## config.mk

```make
export PLATFORM = sky130hd
export DESIGN_NAME = color_threshold_pipe
export DESIGN_NICKNAME = d
export VERILOG_FILES = /design/src/rtl/color_threshold_pipe.sv
export SDC_FILE = /design/constraint.sdc
export NUM_CORES = 1
export LEC_CHECK = 0
export BUFFER_PORTS_ARGS = -buffer_cell sky130_fd_sc_hd__buf_2
export CORE_UTILIZATION = 30
export DETAILED_ROUTE_END_ITERATION = 10
export SLEW_MARGIN = 15
export SYNTH_ARGS = -nofsm -noshare
export SYNTH_HDL_FRONTEND = slang
export SYNTH_SLANG_ARGS = --single-unit
```

## constraint.sdc

```tcl
create_clock -name clk_in -period 5.1 [get_ports clk_in]
set_clock_uncertainty 0.2 [all_clocks]
set_input_delay 0.255 -clock clk_in [delete_from_list [all_inputs] [get_ports clk_in]]
set_output_delay 0.255 -clock clk_in [all_outputs]
set_load 0.005 [all_outputs]
```

## src/rtl/color_threshold_pipe.sv

```systemverilog
// Two-stage per-pixel colour threshold with frame-aligned double-buffered
// configuration and a saturating per-frame hit counter.
module color_threshold_pipe #(
  parameter int DATA_WIDTH  = 8,
  parameter int NUM_CH      = 3,
  parameter int COUNT_WIDTH = 20
) (
  input  logic                         clk_in,
  input  logic                         rst_n_in,
  input  logic                         pixel_valid_in,
  input  logic                         sof_in,
  input  logic [NUM_CH*DATA_WIDTH-1:0] pixel_in,
  input  logic                         cfg_wr_in,
  input  logic [NUM_CH*DATA_WIDTH-1:0] cfg_lo_in,
  input  logic [NUM_CH*DATA_WIDTH-1:0] cfg_hi_in,
  input  logic [2*NUM_CH-1:0]          cfg_mode_in,
  input  logic                         cfg_invert_in,
  output logic                         cfg_pending_out,
  output logic                         mask_valid_out,
  output logic                         mask_out,
  output logic                         mask_sof_out,
  output logic                         count_valid_out,
  output logic [COUNT_WIDTH-1:0]       count_out
);

  localparam int PW = NUM_CH * DATA_WIDTH;
  localparam int MW = 2 * NUM_CH;
  localparam logic [COUNT_WIDTH-1:0] CNT_MAX = '1;

  typedef enum logic [1:0] {
    MODE_IGNORE  = 2'b00,
    MODE_INSIDE  = 2'b01,
    MODE_OUTSIDE = 2'b10,
    MODE_ABOVE   = 2'b11
  } mode_e;

  logic [PW-1:0]     act_lo, act_hi, pend_lo, pend_hi;
  logic [MW-1:0]     act_mode, pend_mode;
  logic              act_inv, pend_inv;

  logic              promote;
  logic [PW-1:0]     sel_lo, sel_hi;
  logic [MW-1:0]     sel_mode;
  logic              sel_inv;
  logic [NUM_CH-1:0] pass_d;

  logic [NUM_CH-1:0] s1_pass;
  logic              s1_valid, s1_sof, s1_inv;
  logic              mask_d;

  logic [COUNT_WIDTH-1:0] acc;
  logic                   frame_seen;

  // The SOF pixel that promotes the pending set is itself judged by it.
  always_comb begin
    promote  = pixel_valid_in & sof_in & cfg_pending_out;
    sel_lo   = promote ? pend_lo   : act_lo;
    sel_hi   = promote ? pend_hi   : act_hi;
    sel_mode = promote ? pend_mode : act_mode;
    sel_inv  = promote ? pend_inv  : act_inv;
    pass_d   = '0;
    for (int unsigned c = 0; c < NUM_CH; c++) begin
      case (mode_e'(sel_mode[2*c +: 2]))
        MODE_IGNORE:  pass_d[c] = 1'b1;
        MODE_INSIDE:  pass_d[c] = (pixel_in[c*DATA_WIDTH +: DATA_WIDTH] >= sel_lo[c*DATA_WIDTH +: DATA_WIDTH]) &&
                                  (pixel_in[c*DATA_WIDTH +: DATA_WIDTH] <= sel_hi[c*DATA_WIDTH +: DATA_WIDTH]);
        MODE_OUTSIDE: pass_d[c] = (pixel_in[c*DATA_WIDTH +: DATA_WIDTH] <  sel_lo[c*DATA_WIDTH +: DATA_WIDTH]) ||
                                  (pixel_in[c*DATA_WIDTH +: DATA_WIDTH] >  sel_hi[c*DATA_WIDTH +: DATA_WIDTH]);
        MODE_ABOVE:   pass_d[c] = (pixel_in[c*DATA_WIDTH +: DATA_WIDTH] >  sel_lo[c*DATA_WIDTH +: DATA_WIDTH]);
        default:      pass_d[c] = 1'b1;
      endcase
    end
    mask_d = (&s1_pass) ^ s1_inv;
  end

  // A write in the same cycle as a promotion lands in pending after the copy.
  always_ff @(posedge clk_in or negedge rst_n_in) begin
    if (!rst_n_in) begin
      act_lo          <= '0;
      act_hi          <= '1;
      act_mode        <= '0;
      act_inv         <= 1'b0;
      pend_lo         <= '0;
      pend_hi         <= '1;
      pend_mode       <= '0;
      pend_inv        <= 1'b0;
      cfg_pending_out <= 1'b0;
    end else begin
      if (promote) begin
        act_lo          <= pend_lo;
        act_hi          <= pend_hi;
        act_mode        <= pend_mode;
        act_inv         <= pend_inv;
        cfg_pending_out <= 1'b0;
      end
      if (cfg_wr_in) begin
        pend_lo         <= cfg_lo_in;
        pend_hi         <= cfg_hi_in;
        pend_mode       <= cfg_mode_in;
        pend_inv        <= cfg_invert_in;
        cfg_pending_out <= 1'b1;
      end
    end
  end

  always_ff @(posedge clk_in or negedge rst_n_in) begin
    if (!rst_n_in) begin
      s1_pass  <= '0;
      s1_valid <= 1'b0;
      s1_sof   <= 1'b0;
      s1_inv   <= 1'b0;
    end else begin
      s1_pass  <= pass_d;
      s1_valid <= pixel_valid_in;
      s1_sof   <= pixel_valid_in & sof_in;
      s1_inv   <= sel_inv;
    end
  end

  // Count bookkeeping runs on the stage-2 inputs so the report lines up
  // with the SOF pixel's mask output.
  always_ff @(posedge clk_in or negedge rst_n_in) begin
    if (!rst_n_in) begin
      mask_valid_out  <= 1'b0;
      mask_out        <= 1'b0;
      mask_sof_out    <= 1'b0;
      count_valid_out <= 1'b0;
      count_out       <= '0;
      acc             <= '0;
      frame_seen      <= 1'b0;
    end else begin
      mask_valid_out  <= s1_valid;
      mask_out        <= mask_d;
      mask_sof_out    <= s1_sof;
      count_valid_out <= 1'b0;
      if (s1_valid) begin
        if (s1_sof) begin
          if (frame_seen) begin
            count_out       <= acc;
            count_valid_out <= 1'b1;
          end
          acc        <= COUNT_WIDTH'(mask_d);
          frame_seen <= 1'b1;
        end else if (mask_d && acc != CNT_MAX) begin
          acc <= acc + 1'b1;
        end
      end
    end
  end

endmodule

```

==> qor.yml <==
run_status:
  status: "complete, no violations"
floorplanning:
  start_util: 0.3091
  io_pins: 109
  die_h_um: 161.2
  core_um2: 24600
  die_x_um: 161.2
  row_count: 57
  dieArea_um2: 25990
power:
  pwr-share-seq: 0.429
  peakVddDrop_mv: 0.1906
  clkPwrFrac: 0.384
  leakage_nw: 4.685
  combPwrFrac: 0.187
  power.total_mw: 3.693
  p_int_mw: 2.715
  p_sw_uw: 978.4
  swShare: 0.2649
  power_density_nw_per_um2: 379.8
clocking:
  cts_tree: "built"
  cts_inserted_buffers: 17
  htree_levels: 4
  numClockSinks: 161
  path_clk_slew_ns: 0.06
  cts.path.max_buffers: 2
  ctsResizeCount: 0
  clk_latency_ns: 0.42
  cts-root-buf: "clkbuf_16"
job:
  cap_viol_max_count: 0
timing:
  hold-worst-slack_ns: 0.2165
  period_needed_ns: 3.318
  timing.final.crit_share: 0.6505
  drv_slew: 0
  max_slew_margin: 0.2893
  max_freq_mhz: 301.4
  finalSetupViolCount: 0
  setup-tns-final_ns: 0
  worst_pin_slew_ns: 1.063
  rsz0062_at_grt: "no"
  hold_viol: 0
logic_synthesis:
  ys.flop_type: "dfrtp_1"
  ys_ff_latch: 161
  synth_seq_area_share: 0.5376
  synth_top_family_by_area: "multiplexers"
  synth_warnings: 0
  synth_edf_count: 0
  syn_inst: 622
  avgSynthCellArea_um2: 12.23
  syn_nets: 755
  yosys.area_share.simple: 0.07238
  synth_fa_ha_area_frac: 0.08061
  synth-compound-area-share: 0.08061
  yosysUniqueCellTypes: 41
  synth-async-reset-ratio: 1.000
  syn_area_um2: 7606
  synthMuxAreaShare: 0.1826
  synthXorXnorAreaFrac: 0.001152
placed_design:
  place_inst: 1035
  io_buffers: 108
  place_hpwl_mm: 10.98
  gp_congestion: 0.7875
final_layout:
  regArea_um2: 4089
  diodes: 0
  layout-drive-gt1-share: 0.3596
  multiInputGateArea_um2: 3187
  nets: 921
  utilization: 0.3953
  area_growth_syn_to_layout_pct: 27.87
  instances_no_fill: 1125
  fillers: 2372
grt:
  grt-ovfl-total: 0
  grt_antenna_before_repair: 0
  grt_usage: 0.1332
  grt_max_degree: 89
  grt_pass1_vias: 5351
  grt_pass1_wl_mm: 27.34
route:
  wire_per_inst_um: 14.19
  drc: 0
  via_per_inst: 4.616
  drt_iter0_markers: 183
  wl_mm: 15.96
  firstDrtPassIters: 4
  ant_nets: 0
  vias: 5193
worst_setup_path:
  crit_arrival_ns: 3.44
  worst-path-max-fanout: 44
  crit_path_end_kind: "flip-flop"
  cp-start-kind: "input port"
  path_class: "in -> reg"
  required_ns: 5.22
worst_hold_path:
  hold_class: "in -> reg"
placed cells by master, fill, tap and decap left out, types with 3 or more instances in the layout:
cell,count
inv_1,61
dfstp_2,48
buf_4,5
nand2_1,27
o211ai_1,6
a21boi_0,4
and4_1,6
nor2_1,16
dfrtp_1,113
clkbuf_16,17
clkinvlp_4,3
a211o_1,3
o21ai_0,25
a21oi_1,25
and3_1,5
mux2i_1,42
ha_1,49
nand4_1,17
o31ai_1,3
a31oi_1,9
nor3_1,4
nand3_1,11
bufinv_16,5
nor2b_1,8
mux2_2,86
buf_2,107
dlygate4sd3_1,58
o22ai_1,10
stage by stage:
stage	area [µm²]	setup slack (ns)
floorplan	7606	2.328
global placement	8494	1.967
detailed placement	8494	1.865
CTS	9726	1.754
global route	9726	1.489
finish	9726	1.782
per-layer routing:
layer  global-route usage  wire, µm  vias to the layer above
met1               0.1762      7657                     2526
met4              0.04331       161                        0
met5                    0         0                        -
li1                     -         -                     2548
met3              0.03184       605                       11
met2               0.2141      7537                      108
path summary, 6_finish.rpt:
kind | start | to | slack, ns | cells past startpoint
setup / recovery | pixel_valid_in | s1_pass[0]$_DFF_PN0_ | 1.78 | 12
max in group asynchronous | rst_n_in | acc[13]$_DFFE_PN0P_ | 3.39 | 3
hold / removal | pixel_in[23] | s1_pass[2]$_DFF_PN0_ | 0.22 | 5
min in group asynchronous | rst_n_in | count_out[3]$_DFFE_PN0P_ | 0.28 | 2
hold reg to reg | frame_seen$_DFFE_PN0P_ | frame_seen$_DFFE_PN0P_ | 0.26 | 1
setup reg to reg | cfg_pending_out$_DFFE_PN0P_ | s1_pass[0]$_DFF_PN0_ | 1.86 | 10
cells by family (layout without fill, tap and decap cells):
family,Yosys count,after routing
AOI/OAI and AO/OA,96,96
xor gates and xnor gates,1,1
adders and majority gates,49,49
buffers and inverters,85,264
DFF,161,161
muxes,128,128
and+or+nand+nor,102,102
power by group through the flow:
stage	clock (mW)	combinational (mW)	sequential, mW
final	1.42	0.689	1.58
after global routing	1.52	0.800	1.61
after CTS	1.47	0.702	1.59
after detailed placement	0	0.664	1.61
after global placement	0	0.651	1.61
after floorplan	0	0.486	1.57
what timing repair did:
item,4_1_cts,5_1_grt
hold endpoints to repair,120,0
buffers inserted,0,0
hold buffers,58,0
critical path, cell delays in order:
cell	delay [ns]
dlygate4sd3_1	0.52
buf_2	0.15
nand3_4	0.58
mux2_2	0.55
inv_1	0.06
ha_1	0.22
nor2b_1	0.13
o211ai_1	0.15
a21oi_1	0.09
a211o_1	0.29
a31oi_1	0.15
a21boi_0	0.24
final cells by class:
class | instances | share of cell area
clock buffer | 20 | 0.04593
clock inverter | 12 | 0.02097
inverter | 61 | 0.02354
multi-input combinational | 376 | 0.3277
sequential | 161 | 0.4204
tap | 324 | 0.04168
timing repair buffer | 171 | 0.1198
flip-flops by register name, summed over array words and instances, names as in the netlist, 3 cells and up:
signal,flops
acc,20
act_hi,24
act_lo,24
act_mode,6
count_out,20
pend_hi,24
pend_lo,24
pend_mode,6
s1_pass,3
cells in the mapped netlist (4+ instances only):
cell type  count  share of area
o22ai_1       10         0.0082
a21oi_1       25          0.016
dfrtp_1      113           0.37
o21ai_0       25          0.016
nand3_1       12         0.0079
and4_1         6         0.0069
nor3_1         4         0.0026
buf_2         10         0.0066
ha_1          49          0.081
and3_1         5         0.0041
dfstp_2       48           0.17
nand4_1       17          0.014
clkbuf_1      12         0.0059
mux2_2        86           0.13
a21boi_0       4         0.0039
mux2i_1       42          0.055
nand2_1       27          0.013
inv_1         61          0.030
nor2_1        16         0.0079
a31oi_1        9         0.0074
o211ai_1       6         0.0059
nor2b_1        8         0.0066
Note: power is estimated with default switching activity, not from simulation.
